==> config.mk <==
export PLATFORM = sky130hd
export DESIGN_NAME = pipeline_controller_flat
export DESIGN_NICKNAME = d
export VERILOG_FILES = /design/src/rtl/pipeline_controller_pkg.sv /design/src/rtl/pipeline_controller_if.sv /design/src/rtl/pipeline_controller_hazard_detect.sv /design/src/rtl/pipeline_controller.sv /design/src/flat_wrapper.sv
export SDC_FILE = /design/constraint.sdc
export NUM_CORES = 1
export LEC_CHECK = 0
export CORE_MARGIN = 2
export CORE_UTILIZATION = 43
export CTS_BUF_LIST = sky130_fd_sc_hd__clkbuf_8
export DETAILED_ROUTE_END_ITERATION = 10
export PLACE_DENSITY = 0.86
export SKIP_LAST_GASP = 1
export SLEW_MARGIN = 5
export SYNTH_ARGS = -nofsm -noshare
export SYNTH_HDL_FRONTEND = slang
export SYNTH_SLANG_ARGS = --single-unit
export TNS_END_PERCENT = 20
==> constraint.sdc <==
create_clock -name clk -period 7.4 [get_ports clk]
set_input_delay 1.48 -clock clk [delete_from_list [all_inputs] [get_ports clk]]
set_output_delay 1.48 -clock clk [all_outputs]
set_load 0.1 [all_outputs]
==> src/rtl/pipeline_controller_pkg.sv <==
// Shared types and constants for the pipeline hazard/sequencing controller.
package pipeline_controller_pkg;

    typedef struct packed {
        logic stall;
        logic flush;
    } control_t;

    typedef enum logic [1:0] {
        PC_RUN,
        PC_DRAIN,
        PC_TRAP
    } pipe_ctrl_state_e;

    localparam int CAUSE_WIDTH = 4;

    localparam logic [CAUSE_WIDTH-1:0] CAUSE_ILLEGAL       = CAUSE_WIDTH'(2);
    localparam logic [CAUSE_WIDTH-1:0] CAUSE_INTERRUPT     = CAUSE_WIDTH'(11);
    localparam logic [CAUSE_WIDTH-1:0] CAUSE_DRAIN_TIMEOUT = CAUSE_WIDTH'(15);

    localparam control_t CTRL_NONE  = '{stall: 1'b0, flush: 1'b0};
    localparam control_t CTRL_STALL = '{stall: 1'b1, flush: 1'b0};
    localparam control_t CTRL_FLUSH = '{stall: 1'b0, flush: 1'b1};

endpackage

==> src/rtl/pipeline_controller_if.sv <==
// Datapath <-> controller signal bundle; _i/_o are named from the controller's side.
interface pipeline_controller_if;
    import pipeline_controller_pkg::*;

    logic                   interrupt_i;
    logic                   branch_valid_i;
    logic [31:0]            branch_data_i;
    logic                   redirect_ready_i;
    logic [31:0]            fetch_pc_i;
    logic [4:0]             decode_rs1_i;
    logic [4:0]             decode_rs2_i;
    logic                   decode_uses_rs1_i;
    logic                   decode_uses_rs2_i;
    logic                   execute_valid_i;
    logic                   execute_load_i;
    logic [4:0]             execute_rd_i;
    logic                   execute_illegal_i;
    logic [31:0]            execute_pc_i;
    logic                   memory_valid_i;
    logic                   writeback_valid_i;
    logic                   memory_busy_i;
    logic [31:0]            trap_vector_i;

    control_t               fetch_decode_control_o;
    control_t               decode_execute_control_o;
    control_t               execute_memory_control_o;
    control_t               memory_writeback_control_o;
    logic                   redirect_valid_o;
    logic [31:0]            redirect_target_o;
    logic                   trap_taken_o;
    logic [31:0]            trap_pc_o;
    logic [CAUSE_WIDTH-1:0] trap_cause_o;

    modport master (
        output interrupt_i, branch_valid_i, branch_data_i, redirect_ready_i, fetch_pc_i,
               decode_rs1_i, decode_rs2_i, decode_uses_rs1_i, decode_uses_rs2_i,
               execute_valid_i, execute_load_i, execute_rd_i, execute_illegal_i, execute_pc_i,
               memory_valid_i, writeback_valid_i, memory_busy_i, trap_vector_i,
        input  fetch_decode_control_o, decode_execute_control_o, execute_memory_control_o,
               memory_writeback_control_o, redirect_valid_o, redirect_target_o,
               trap_taken_o, trap_pc_o, trap_cause_o
    );

    modport slave (
        input  interrupt_i, branch_valid_i, branch_data_i, redirect_ready_i, fetch_pc_i,
               decode_rs1_i, decode_rs2_i, decode_uses_rs1_i, decode_uses_rs2_i,
               execute_valid_i, execute_load_i, execute_rd_i, execute_illegal_i, execute_pc_i,
               memory_valid_i, writeback_valid_i, memory_busy_i, trap_vector_i,
        output fetch_decode_control_o, decode_execute_control_o, execute_memory_control_o,
               memory_writeback_control_o, redirect_valid_o, redirect_target_o,
               trap_taken_o, trap_pc_o, trap_cause_o
    );

endinterface

==> src/rtl/pipeline_controller_hazard_detect.sv <==
// Load-use detector: a load in Execute whose destination is read by the instruction in Decode.
module pipeline_controller_hazard_detect (
    input  logic       execute_valid_i,
    input  logic       execute_load_i,
    input  logic [4:0] execute_rd_i,
    input  logic [4:0] decode_rs1_i,
    input  logic [4:0] decode_rs2_i,
    input  logic       decode_uses_rs1_i,
    input  logic       decode_uses_rs2_i,
    output logic       load_use_o
);

    logic rs1_hit;
    logic rs2_hit;

    assign rs1_hit    = decode_uses_rs1_i && (decode_rs1_i == execute_rd_i);
    assign rs2_hit    = decode_uses_rs2_i && (decode_rs2_i == execute_rd_i);
    assign load_use_o = execute_valid_i && execute_load_i && (execute_rd_i != 5'd0)
                        && (rs1_hit || rs2_hit);

endmodule

==> src/rtl/pipeline_controller.sv <==
// Pipeline hazard/sequencing unit: boundary stall/flush, redirect arbitration and trap entry FSM.
module pipeline_controller
    import pipeline_controller_pkg::*;
#(
    parameter int DRAIN_MAX = 15
) (
    input  logic                 clk,
    input  logic                 rst,
    pipeline_controller_if.slave bus
);

    localparam int CNT_W = $clog2(DRAIN_MAX + 1);

    pipe_ctrl_state_e       state_q, state_d;
    logic                   pend_valid_q, pend_valid_d;
    logic [31:0]            pend_target_q, pend_target_d;
    logic                   squash_q, squash_d;
    logic [CNT_W-1:0]       drain_cnt_q, drain_cnt_d;
    logic [31:0]            trap_pc_q, trap_pc_d;
    logic [CAUSE_WIDTH-1:0] trap_cause_q, trap_cause_d;
    logic                   trap_pulse_q, trap_pulse_d;

    logic        load_use;
    logic        illegal;
    logic        trap_req;
    logic        drained;
    logic        branch_held;
    logic        redirect_req;
    logic        redirect_ok;
    logic [31:0] redirect_tgt;
    control_t    back_ctrl;

    pipeline_controller_hazard_detect u_hazard_detect (
        .execute_valid_i   (bus.execute_valid_i),
        .execute_load_i    (bus.execute_load_i),
        .execute_rd_i      (bus.execute_rd_i),
        .decode_rs1_i      (bus.decode_rs1_i),
        .decode_rs2_i      (bus.decode_rs2_i),
        .decode_uses_rs1_i (bus.decode_uses_rs1_i),
        .decode_uses_rs2_i (bus.decode_uses_rs2_i),
        .load_use_o        (load_use)
    );

    assign illegal      = bus.execute_valid_i && bus.execute_illegal_i;
    assign trap_req     = (state_q == PC_RUN) && (bus.interrupt_i || illegal);
    assign drained      = !bus.memory_valid_i && !bus.writeback_valid_i && !bus.memory_busy_i;
    // A branch seen while memory is busy is held back until its flushes can be applied.
    assign branch_held  = bus.memory_busy_i && (bus.branch_valid_i || squash_q);
    assign redirect_req = bus.branch_valid_i || pend_valid_q;
    assign redirect_tgt = bus.branch_valid_i ? bus.branch_data_i : pend_target_q;
    assign redirect_ok  = (state_q == PC_RUN) && !trap_req && redirect_req && !branch_held;
    assign back_ctrl    = bus.memory_busy_i ? CTRL_STALL : CTRL_NONE;

    // NOTE: state flops use non-blocking assignments so every register samples pre-edge values.
    always_ff @(posedge clk or posedge rst) begin
        if (rst) begin
            state_q       <= PC_RUN;
            pend_valid_q  <= 1'b0;
            pend_target_q <= '0;
            squash_q      <= 1'b0;
            drain_cnt_q   <= '0;
            trap_pc_q     <= '0;
            trap_cause_q  <= '0;
            trap_pulse_q  <= 1'b0;
        end else begin
            state_q       <= state_d;
            pend_valid_q  <= pend_valid_d;
            pend_target_q <= pend_target_d;
            squash_q      <= squash_d;
            drain_cnt_q   <= drain_cnt_d;
            trap_pc_q     <= trap_pc_d;
            trap_cause_q  <= trap_cause_d;
            trap_pulse_q  <= trap_pulse_d;
        end
    end

    // NOTE: every output of a combinational block gets a default first, so no latch is inferred.
    always_comb begin
        state_d       = state_q;
        pend_valid_d  = pend_valid_q;
        pend_target_d = pend_target_q;
        squash_d      = squash_q;
        drain_cnt_d   = '0;
        trap_pc_d     = trap_pc_q;
        trap_cause_d  = trap_cause_q;
        trap_pulse_d  = 1'b0;
        unique case (state_q)
            PC_RUN: begin
                if (trap_req) begin
                    state_d      = PC_DRAIN;
                    trap_pc_d    = bus.execute_valid_i ? bus.execute_pc_i : bus.fetch_pc_i;
                    trap_cause_d = illegal ? CAUSE_ILLEGAL : CAUSE_INTERRUPT;
                    pend_valid_d = 1'b0;
                    squash_d     = 1'b0;
                end else begin
                    if (bus.branch_valid_i && bus.memory_busy_i) squash_d = 1'b1;
                    else if (!bus.memory_busy_i)                 squash_d = 1'b0;
                    if (redirect_req) begin
                        pend_valid_d  = !(redirect_ok && bus.redirect_ready_i);
                        pend_target_d = redirect_tgt;
                    end
                end
            end
            PC_DRAIN: begin
                drain_cnt_d = drain_cnt_q + 1'b1;
                if (drained) begin
                    state_d      = PC_TRAP;
                    trap_pulse_d = 1'b1;
                end else if (drain_cnt_d == CNT_W'(DRAIN_MAX)) begin
                    state_d      = PC_TRAP;
                    trap_cause_d = CAUSE_DRAIN_TIMEOUT;
                    trap_pulse_d = 1'b1;
                end
            end
            PC_TRAP: begin
                if (bus.redirect_ready_i) state_d = PC_RUN;
            end
            default: state_d = PC_RUN;
        endcase
    end

    always_comb begin
        bus.fetch_decode_control_o     = CTRL_NONE;
        bus.decode_execute_control_o   = CTRL_NONE;
        bus.execute_memory_control_o   = CTRL_NONE;
        bus.memory_writeback_control_o = CTRL_NONE;
        bus.redirect_valid_o           = 1'b0;
        bus.redirect_target_o          = '0;
        bus.trap_taken_o               = 1'b0;
        if (rst) begin
            bus.fetch_decode_control_o     = CTRL_FLUSH;
            bus.decode_execute_control_o   = CTRL_FLUSH;
            bus.execute_memory_control_o   = CTRL_FLUSH;
            bus.memory_writeback_control_o = CTRL_FLUSH;
        end else if (state_q == PC_RUN && !trap_req) begin
            if ((bus.branch_valid_i || squash_q) && !bus.memory_busy_i) begin
                bus.fetch_decode_control_o   = CTRL_FLUSH;
                bus.decode_execute_control_o = CTRL_FLUSH;
            end else if (bus.memory_busy_i) begin
                bus.fetch_decode_control_o     = CTRL_STALL;
                bus.decode_execute_control_o   = CTRL_STALL;
                bus.execute_memory_control_o   = CTRL_STALL;
                bus.memory_writeback_control_o = CTRL_STALL;
            end else if (load_use) begin
                bus.fetch_decode_control_o   = CTRL_STALL;
                bus.decode_execute_control_o = CTRL_FLUSH;
            end
            bus.redirect_valid_o  = redirect_ok;
            bus.redirect_target_o = redirect_ok ? redirect_tgt : '0;
        end else begin
            // Trap entry, DRAIN and TRAP all squash the front of the pipe.
            bus.fetch_decode_control_o     = CTRL_FLUSH;
            bus.decode_execute_control_o   = CTRL_FLUSH;
            bus.execute_memory_control_o   = CTRL_FLUSH;
            bus.memory_writeback_control_o = back_ctrl;
            if (state_q == PC_TRAP) begin
                bus.redirect_valid_o  = 1'b1;
                bus.redirect_target_o = bus.trap_vector_i;
                bus.trap_taken_o      = trap_pulse_q;
            end
        end
    end

    assign bus.trap_pc_o    = trap_pc_q;
    assign bus.trap_cause_o = trap_cause_q;

endmodule

==> src/flat_wrapper.sv <==
// flat-port wrapper written by rule: the top's interface ports become plain ports
module pipeline_controller_flat import pipeline_controller_pkg::*;
#(
    parameter int DRAIN_MAX = 15
)
  (clk, rst, bus_interrupt_i, bus_branch_valid_i, bus_branch_data_i, bus_redirect_ready_i, bus_fetch_pc_i, bus_decode_rs1_i, bus_decode_rs2_i, bus_decode_uses_rs1_i, bus_decode_uses_rs2_i, bus_execute_valid_i, bus_execute_load_i, bus_execute_rd_i, bus_execute_illegal_i, bus_execute_pc_i, bus_memory_valid_i, bus_writeback_valid_i, bus_memory_busy_i, bus_trap_vector_i, bus_fetch_decode_control_o, bus_decode_execute_control_o, bus_execute_memory_control_o, bus_memory_writeback_control_o, bus_redirect_valid_o, bus_redirect_target_o, bus_trap_taken_o, bus_trap_pc_o, bus_trap_cause_o);
  pipeline_controller_if bus_i ();
  input  logic clk;
  input  logic rst;
  input wire logic [$bits(bus_i.interrupt_i)-1:0] bus_interrupt_i;
  input wire logic [$bits(bus_i.branch_valid_i)-1:0] bus_branch_valid_i;
  input wire logic [$bits(bus_i.branch_data_i)-1:0] bus_branch_data_i;
  input wire logic [$bits(bus_i.redirect_ready_i)-1:0] bus_redirect_ready_i;
  input wire logic [$bits(bus_i.fetch_pc_i)-1:0] bus_fetch_pc_i;
  input wire logic [$bits(bus_i.decode_rs1_i)-1:0] bus_decode_rs1_i;
  input wire logic [$bits(bus_i.decode_rs2_i)-1:0] bus_decode_rs2_i;
  input wire logic [$bits(bus_i.decode_uses_rs1_i)-1:0] bus_decode_uses_rs1_i;
  input wire logic [$bits(bus_i.decode_uses_rs2_i)-1:0] bus_decode_uses_rs2_i;
  input wire logic [$bits(bus_i.execute_valid_i)-1:0] bus_execute_valid_i;
  input wire logic [$bits(bus_i.execute_load_i)-1:0] bus_execute_load_i;
  input wire logic [$bits(bus_i.execute_rd_i)-1:0] bus_execute_rd_i;
  input wire logic [$bits(bus_i.execute_illegal_i)-1:0] bus_execute_illegal_i;
  input wire logic [$bits(bus_i.execute_pc_i)-1:0] bus_execute_pc_i;
  input wire logic [$bits(bus_i.memory_valid_i)-1:0] bus_memory_valid_i;
  input wire logic [$bits(bus_i.writeback_valid_i)-1:0] bus_writeback_valid_i;
  input wire logic [$bits(bus_i.memory_busy_i)-1:0] bus_memory_busy_i;
  input wire logic [$bits(bus_i.trap_vector_i)-1:0] bus_trap_vector_i;
  output wire logic [$bits(bus_i.fetch_decode_control_o)-1:0] bus_fetch_decode_control_o;
  output wire logic [$bits(bus_i.decode_execute_control_o)-1:0] bus_decode_execute_control_o;
  output wire logic [$bits(bus_i.execute_memory_control_o)-1:0] bus_execute_memory_control_o;
  output wire logic [$bits(bus_i.memory_writeback_control_o)-1:0] bus_memory_writeback_control_o;
  output wire logic [$bits(bus_i.redirect_valid_o)-1:0] bus_redirect_valid_o;
  output wire logic [$bits(bus_i.redirect_target_o)-1:0] bus_redirect_target_o;
  output wire logic [$bits(bus_i.trap_taken_o)-1:0] bus_trap_taken_o;
  output wire logic [$bits(bus_i.trap_pc_o)-1:0] bus_trap_pc_o;
  output wire logic [$bits(bus_i.trap_cause_o)-1:0] bus_trap_cause_o;
  assign bus_i.interrupt_i = bus_interrupt_i;
  assign bus_i.branch_valid_i = bus_branch_valid_i;
  assign bus_i.branch_data_i = bus_branch_data_i;
  assign bus_i.redirect_ready_i = bus_redirect_ready_i;
  assign bus_i.fetch_pc_i = bus_fetch_pc_i;
  assign bus_i.decode_rs1_i = bus_decode_rs1_i;
  assign bus_i.decode_rs2_i = bus_decode_rs2_i;
  assign bus_i.decode_uses_rs1_i = bus_decode_uses_rs1_i;
  assign bus_i.decode_uses_rs2_i = bus_decode_uses_rs2_i;
  assign bus_i.execute_valid_i = bus_execute_valid_i;
  assign bus_i.execute_load_i = bus_execute_load_i;
  assign bus_i.execute_rd_i = bus_execute_rd_i;
  assign bus_i.execute_illegal_i = bus_execute_illegal_i;
  assign bus_i.execute_pc_i = bus_execute_pc_i;
  assign bus_i.memory_valid_i = bus_memory_valid_i;
  assign bus_i.writeback_valid_i = bus_writeback_valid_i;
  assign bus_i.memory_busy_i = bus_memory_busy_i;
  assign bus_i.trap_vector_i = bus_trap_vector_i;
  assign bus_fetch_decode_control_o = bus_i.fetch_decode_control_o;
  assign bus_decode_execute_control_o = bus_i.decode_execute_control_o;
  assign bus_execute_memory_control_o = bus_i.execute_memory_control_o;
  assign bus_memory_writeback_control_o = bus_i.memory_writeback_control_o;
  assign bus_redirect_valid_o = bus_i.redirect_valid_o;
  assign bus_redirect_target_o = bus_i.redirect_target_o;
  assign bus_trap_taken_o = bus_i.trap_taken_o;
  assign bus_trap_pc_o = bus_i.trap_pc_o;
  assign bus_trap_cause_o = bus_i.trap_cause_o;
  pipeline_controller #(.DRAIN_MAX(DRAIN_MAX)) u_core (.clk(clk), .rst(rst), .bus(bus_i));
endmodule
Yosys cells after proc, flatten, opt, wreduce, memory -nomap -nowiden
Index checks and enable logic that the tools add are counted.
Storage, ports and cells
  register bits after elaboration: 77
  latch bits: 0
  RAM bits: 0
  bits in read-only memories: 0
  output and inout bits: 78
  logic and storage cells: 104
  memories: 0
Operators by class
  $add $sub $neg: 1
  multiply operators: 0
  divide/modulo/power cells: 0
  order comparisons: 0
  equality and inequality tests: 11
  shift operators: 0
  mux-type cells: 47
  bitwise operators: 1
  reductions and logical operators: 36
Operators by type and width (count)
  $mux W32: 6
  $mux W2: 19
  $mux W4: 5
  $logic_and A1 B1 Y1: 16
  $mux W1: 15
  $eq A5 B5 Y1: 2
  $pmux W4 S2: 1
  $logic_not A1 Y1: 6
  $ne A3 B1 Y1 const B: 2
  $pmux W2 S3: 1
  $reduce_and A2 Y1: 3
  $reduce_and A3 Y1: 2
  $reduce_bool A5 Y1: 1
  $add A4 B1 Y4 const B: 1
  $eq A4 B4 Y1 const B: 1
  $logic_or A1 B1 Y1: 4
  $ne A2 B1 Y1 const B: 2
  $ne A2 B2 Y1 const B: 2
  $reduce_and A4 Y1: 1
  $reduce_bool A2 Y1: 2
  $eq A2 B1 Y1 const B: 1
  $eq A2 B2 Y1 const B: 1
  $logic_not A2 Y1: 1
  $not A1 Y1: 1

Longest topological paths before layout
Gate-level depths: netlist of the first run.
  word-level depth: 11
  gate-level depth with buffers: 6
  mapped depth without buffers: 6

Cells and area by module
Synthesis of the first run repeated with hierarchy kept, for this count alone.
Second synthesis, totals
  cell total of the unflattened synthesis: 407
  area total of the unflattened synthesis: 4229.1 sq um
Modules (own cells, without submodules)
  pipeline_controller: times used 1, cells an instance 390, area an instance 4093.9 sq um, sequential area each 1901.8 sq um
  pipeline_controller_hazard_detect: times used 1, cells an instance 17, area an instance 135.1 sq um, sequential area each 0.0 sq um

Worst setup path after synthesis of the first run
OpenSTA, ideal clock, no wires.
  path kind: input-to-output
  start: in rst
  end: out bus_fetch_decode_control_o[1]
  arrival time: 6689 ps
  path slack: -769 ps
  cell stages on the path: 4
  path buffers: 0
  path through: inv_1 -> and3_2 -> nand2_1 -> o31ai_1
On the way
  cells in the longest elaborated chain, start to end: 1
RTL lines
  start: declaration: line flat_wrapper.sv:9  | input logic rst;
  $mux W2: line pipeline_controller.sv:130  | if (rst) begin
  end: declaration: line flat_wrapper.sv:28  | output wire logic [$bits(bus_i.fetch_decode_control_o)-1:0] bus_fetch_decode_control_o;
No other way between the ends.

Worst setup path in the final report of the first run
  start: in rst
  end: out bus_redirect_target_o[25]
On the way
  cells in the longest elaborated chain, start to end: 1
RTL lines
  $mux W32: line pipeline_controller.sv:130
  end: declaration: line flat_wrapper.sv:33  | output wire logic [$bits(bus_i.redirect_target_o)-1:0] bus_redirect_target_o;
No other way between the ends.

==> results of run 1 <==
report_power, final:
group	switching [W]	internal (W)
clock network	0.000146	0.000196
registers	0.000109	0.000606
logic	0.00103	0.000419
total	0.00128	0.00122
cells by family after synthesis:
family          after synthesis  share of synthesized area, %
simple gates                 93                         9.693
buf+inv                      38                         4.756
mux                          96                         24.08
compound gates               92                         12.79
fa+ha+maj                     2                        0.6020
xor+xnor                     11                         2.318
flops                        76                         45.76
how the worst min path moves through the flow:
stage,from,to,cells past startpoint
3_3_place_gp,u_core.bus.trap_cause_o[1],u_core.bus.trap_cause_o[1],1
5_1_grt,u_core.bus.trap_cause_o[1],u_core.bus.trap_cause_o[1],1
2_1_floorplan,u_core.pend_target_q[7],u_core.pend_target_q[7],1
3_5_place_dp,u_core.bus.trap_cause_o[1],u_core.bus.trap_cause_o[1],1
4_1_cts,u_core.bus.trap_cause_o[1],u_core.bus.trap_cause_o[1],1
6_report,u_core.bus.trap_cause_o[1],u_core.bus.trap_cause_o[1],1
placed cells by master, fill, tap and decap left out, types with 3 or more instances in the layout:
cell and count:
mux2i_1 64, inv_1 11, nor2_1 39, clkdlybuf4s50_1 230, mux2_2 32, xor2_1 8, nand2_1 35, a21oi_1 38
o21ai_1 30, buf_4 4, o21ai_0 8, dfrtp_1 76, xnor2_1 3, clkbuf_8 10, nand2b_1 6
cell type report:
class	count	area share [%]
Timing Repair Buffer	236	34.79
Multi-Input combinational cell	294	30.76
Sequential cell	76	28.25
Tap cell	129	2.397
Clock buffer	10	2.044
Clock inverter	6	1.189
Inverter	10	0.5761
registers in the layout, summed over array words and instances, names as in the netlist:
| signal | flops |
|---|---|
| u_core.pend_target_q | 32 |
| u_core.state_q | 2 |
| u_core.squash_q | 1 |
| u_core.bus.trap_cause_o | 3 |
| u_core.pend_valid_q | 1 |
| u_core.trap_pulse_q | 1 |
| u_core.bus.trap_pc_o | 32 |
| u_core.drain_cnt_q | 4 |
per-stage QoR:
| stage | total power, W | std cells | setup WS (ps) |
|---|---|---|---|
| floorplan | 0.001786 | 408 | 21.21 |
| global placement | 0.002140 | 745 | 1637 |
| detailed placement | 0.002173 | 745 | 1501 |
| CTS | 0.002517 | 761 | 1505 |
| global route | 0.002625 | 761 | 1310 |
| finish | 0.002503 | 761 | 1504 |
worst max-delay path, cell delays in order:
cell             delay (ps)
clkdlybuf4s50_1         510
nor2_2                  960
nand2_1                 140
o21ai_1                 120
clkdlybuf4s50_1        1170
per-layer routing:
metal	wire [µm]	part of all wire, %	track usage, %	vias to the layer above
li1	-	-	-	1863
met1	4556	39	26.53	1752
met2	5991	51	40.54	179
met3	1118	9.5	6.361	11
met4	148	1.3	6.051	0
met5	0	0	0	-
==> impl_results.md, run 1 <==
- Status: complete, no violations
- Final Critical Period: 5896 ps
- Register area share after synthesis: a little under half
- CP endpoint kind: output port
- Worst Setup SP: rst
- Post_cts resized: 0
- Total GRT Usage: approximately 23%
- Most frequent cell after synthesis: dfrtp_1
- Yosys reg bits: 76
- Crit start category: input port
- Fmax: 169.6 MHz
- CTS Buf Count: 9
- Vias per cell: around 5.0
- Fillers: ~700
- Final instance area: 6733 µm²
- Layout area overhead: 61.98%
- Die area: between 10000 and 15000 µm²
- Max VDD drop: 0.0002880 V
- Max cap viols: 0
- Worst-path clk slew: 80 ps
- Reg2reg path depth: 3
- Reg-to-reg startpoint: u_core.state_q[0]
- Total wire length: between 10000 and 15000 µm
- Period utilisation layout: 79.68%
- Vias in the first global route: roughly 3800
- DP HPWL: 9074 µm
- Fraction of registers with async set/reset: 100.0%
- R2r endpoint: u_core.pend_target_q[0]
- GP Congestion: 0.8270
- Layout Nets: 785
- Setup-failing EPs final: 0
- Top FF cell, synth: dfrtp_1
- DRC: 0
- CTS H-tree depth: 3
- Fraction of layout cells with a size suffix above 1: 9.652%
- Pin slew with the least headroom to its limit: 1201 ps
- Area occupied by multi-input gates: 2071 µm²
- Area contributors post-synth: dfrtp_1 46%, mux2i_1 15%, mux2_2 8.7%
- Crit path capture: bus_redirect_target_o[25]
- RSZ-0062 raised after global routing: false
- Synthesized net count: 566
- Total gr overflow: 0
- Synth top area share: 45.76%
- Hold Vio Cnt, Final: 0
- Largest net degree at the start of global routing: 77
- WS Path Type: in -> out
- Die height: 102.3 µm
- Critical Path Fanout Max: 33
- Post-synth EDFFs: 0
- Mean post-synth cell area: between 10 and 15 µm²
- Hold bufs inserted after CTS: 0
- Synthesis Warnings: 0
- Largest area contributor in the netlist: dfrtp_1
- DR WL/cell: roughly 16 µm
- WHS: around 470 ps
- Clock Latency Late Sink: 330 ps
- Via count: 3805
- Pre-antenna DRT Iters: 4
- Clk_skew: slightly below 10 ps
- Maximum clock insertion buffer count: 2
- First-pass GRT wire length: 18470 µm
- Hold/Removal Path Class: reg -> reg
- Antenna Nets Post-Route: 0
- Die Wd: 102.3 µm
- Fin. max-slew vios: 0
- Post-CTS setup buffers: 0
- Port bufs: 233
- 1st-iter DRT viols: 75
- Post-Route Setup TNS: 0 ps
- CTS tree: built
- Rows: 35
- Utilization after layout: 72.18%
- Initial antenna violation count: 0
- CP Data Required Time: around 6000 ps
- Register Area: 1902 µm²
- CTS Sinks: 76
- Clock root buffer: clkbuf_8
- Cells after synthesis: 408
- Ant. Diodes: 0
- Core Box Area: about 9300 µm²
- I/O pin count: 234
- Reg2reg setup slack: 5270 ps
- Max_slew headroom: between 10% and 20%
- P per Cell Area: 371.7 nW/µm²
- Cell leakage power: 2.790 nW
- Post-synth top cells: 76 x dfrtp_1, 64 x mux2i_1, 40 x nor2_1
- Critical Path AT: 4420 ps
- Synth cell types: 42
- Synthesized area: 4156 µm²
- Starting Density: 44.56%
- Placed Area: 6515 µm²
(Power assumes the default switching activity.)
==> run 2: changes to the inputs <==
- CORE_UTILIZATION: 43 -> 36
- PLACE_DENSITY: 0.86 -> 0.76
- clock period: 7.4 -> 5.3 ns (I/O delays scaled with it)
==> impl_results.md, run 2 (synthesized netlist as in run 1, its figures left out) <==
- First-pass GRT wire length: 18880 µm (was 18470 µm)
- Clk_skew: 6.886 ps (was 9.898 ps)
- Worst-path clk slew: 70 ps (was 80 ps)
- Largest stage delay on the critical path: 640 ps (was 1170 ps)
- Fillers: 976 (was 695)
- Hold bufs inserted after CTS: 0 (unchanged)
- Layout area overhead: 59.87% (was 61.98%)
- Pre-antenna DRT Iters: 4 (unchanged)
- Worst path depth: 6 (was 5)
- Clock Latency Late Sink: 330 ps (about the same)
- Die height: 111.5 µm (was 102.3 µm)
- I/O pin count: 234 (unchanged)
- Die area: 12420 µm² (was 10470 µm²)
- Total GRT Usage: 18.80% (was 22.58%)
- Status: complete, no violations (unchanged)
- Crit path buf inv count: 3 (was 2)
- Vias in the first global route: 3932 (was 3797)
- Worst path slowest cell: clkdlybuf4s50_1 (unchanged)
- CTS tree: built (unchanged)
- Finished Layout Cells: 775 (was 761)
- Most frequent cells in the layout: 190 x clkdlybuf4s50_1, 76 x dfrtp_1, 64 x mux2i_1, 43 x buf_4, 39 x nor2_1 (was 230 x clkdlybuf4s50_1, 76 x dfrtp_1, 64 x mux2i_1, 39 x nor2_1, 38 x a21oi_1)
- WS Path Type: in -> out (unchanged)
- Clock root buffer: clkbuf_8 (unchanged)
- Reg-to-reg startpoint: u_core.state_q[0] (unchanged)
- CP endpoint kind: output port (unchanged)
- Die Wd: 111.5 µm (was 102.3 µm)
- Starting Density: 36.72% (was 44.56%)
- Power consumption: 0.003390 W (was 0.002503 W)
- CP delay by family, top: buffers and inverters (unchanged)
- Cell leakage power: 2.851 nW (was 2.790 nW)
- Reg2reg path depth: 3 (unchanged)
- Max cap viols: 0 (unchanged)
- DP HPWL: 8961 µm (was 9074 µm)
- Setup-failing EPs final: 0 (unchanged)
- Hold Vio Cnt, Final: 0 (unchanged)
- CTS H-tree depth: 3 (unchanged)
- Crit start category: input port (unchanged)
- Critical Path Fanout Max: 33 (unchanged)
- Post-CTS setup buffers: 0 (unchanged)
- Placed Area: 6487 µm² (was 6515 µm²)
- Max_slew headroom: 31.87% (was 19.82%)
- P per Cell Area: 510.2 nW/µm² (was 371.7 nW/µm²)
- DR WL/cell: 15.02 µm (was 15.52 µm)
- Vias per cell: 4.872 (was 5.000)
- Total wire length: 11640 µm (was 11810 µm)
- Post_cts resized: 0 (unchanged)
- Period utilisation layout: 79.23%
- GP Congestion: 0.8550 (was 0.8270)
- Fraction of layout cells with a size suffix above 1: 15.98% (was 9.652%)
- RSZ-0062 raised after global routing: false (unchanged)
- Reg2reg setup slack: 3240 ps (was 5270 ps)
- Cell count after placement: 761 (was 745)
- Final Critical Period: 4199 ps
- Antenna Nets Post-Route: 0 (unchanged)
- Via count: 3776 (was 3805)
- R2r endpoint: u_core.pend_target_q[4] (was u_core.pend_target_q[0])
- Layout Nets: 787 (was 785)
- Maximum clock insertion buffer count: 2 (unchanged)
- Hold/Removal Path Class: reg -> reg (unchanged)
- DRC: 0 (unchanged)
- Fmax: 238.1 MHz
- Critical Path, Cell by Cell: clkdlybuf4s50_1 > clkinvlp_4 > and3_2 > o211ai_4 > o21ai_0 > buf_12 (was clkdlybuf4s50_1 > nor2_2 > nand2_1 > o21ai_1 > clkdlybuf4s50_1)
- Max VDD drop: 0.0005168 V (was 0.0002880 V)
- Worst Setup SP: rst (unchanged)
- Commonest non-fill, non-tap cell in the layout: clkdlybuf4s50_1 (unchanged)
- Ant. Diodes: 0 (unchanged)
- 1st-iter DRT viols: 138 (was 75)
- Fin. max-slew vios: 0 (unchanged)
- Port bufs: 233 (unchanged)
- Pin slew with the least headroom to its limit: 1019 ps (was 1201 ps)
- Initial antenna violation count: 0 (unchanged)
- Utilization after layout: 58.70% (was 72.18%)
- Final instance area: 6645 µm² (was 6733 µm²)
- Core Box Area: 11320 µm² (was 9328 µm²)
- CTS Sinks: 76 (unchanged)
- Critical Path AT: 3140 ps (was 4420 ps)
- Total gr overflow: 0 (unchanged)
- Largest net degree at the start of global routing: 77 (unchanged)
- CP Data Required Time: 4240 ps (was 5920 ps)
- Rows: 39 (was 35)
- CTS Buf Count: 9 (unchanged)
- Crit path capture: bus_redirect_valid_o (was bus_redirect_target_o[25])
-- run 2: changes by cell type in the layout (fill, tap and decap cells not counted), sizes merged --
cell | before | now
clkinvlp | 1 | 2
clkdlybuf4s50 | 230 | 190
buf | 6 | 48
bufinv | 2 | 0
clkinv | 2 | 1
-- run 2: area by class of cell --
cell class | instances | area (µm²) | area share (%)
sequential | 76 | 1902 | 28.62
multi-input combinational | 294 | 2071 | 31.16
clock inverter | 4 | 20.02 | 0.3013
timing repair buffer | 238 | 2295 | 34.53
clock buffer | 10 | 137.6 | 2.071
tap | 143 | 178.9 | 2.693
inverter | 10 | 41.29 | 0.6214
-- run 2: worst min path at each step --
| stage | from | end | slack, ps | cells after the start |
|---|---|---|---|---|
| 2_1_floorplan | u_core.pend_target_q[7] | u_core.pend_target_q[7] | 480 | 1 |
| 5_1_grt | u_core.bus.trap_cause_o[1] | u_core.bus.trap_cause_o[1] | 520 | 1 |
| 3_5_place_dp | u_core.bus.trap_cause_o[1] | u_core.bus.trap_cause_o[1] | 460 | 1 |
| 3_3_place_gp | u_core.bus.trap_cause_o[1] | u_core.bus.trap_cause_o[1] | 450 | 1 |
| 4_1_cts | u_core.bus.trap_cause_o[1] | u_core.bus.trap_cause_o[1] | 490 | 1 |
| 6_report | u_core.bus.trap_cause_o[1] | u_core.bus.trap_cause_o[1] | 480 | 1 |
-- run 2: report_power, final --
| part | internal, W | switching [W] | total, W | leakage [nW] |
|---|---|---|---|---|
| registers | 0.000846 | 0.000154 | 0.00100 | 0.882 |
| clock network | 0.000174 | 0.000200 | 0.000374 | 0.0866 |
| logic | 0.000583 | 0.00143 | 0.00202 | 1.88 |
| total | 0.00160 | 0.00179 | 0.00339 | 2.85 |
-- run 2: through the flow --
| step | worst slack (ps) | hold slack (ps) | TNS (ps) |
|---|---|---|---|
| after floorplan | -269.5 | 478.6 | -269.5 |
| after global placement | 1149 | 450.9 | 0 |
| after detailed placement | 1064 | 460.4 | 0 |
| after CTS | 1041 | 492.6 | 0 |
| after global routing | 967.9 | 518.3 | 0 |
| final | 1101 | 484.7 | 0 |
-- run 2: layer usage --
metal	track usage, %	up-vias	wire length [µm]
met4	7.078	0	221
li1	-	1864	-
met1	22.22	1724	4750
met5	0	-	0
met2	31.71	173	5556
met3	6.532	15	1114
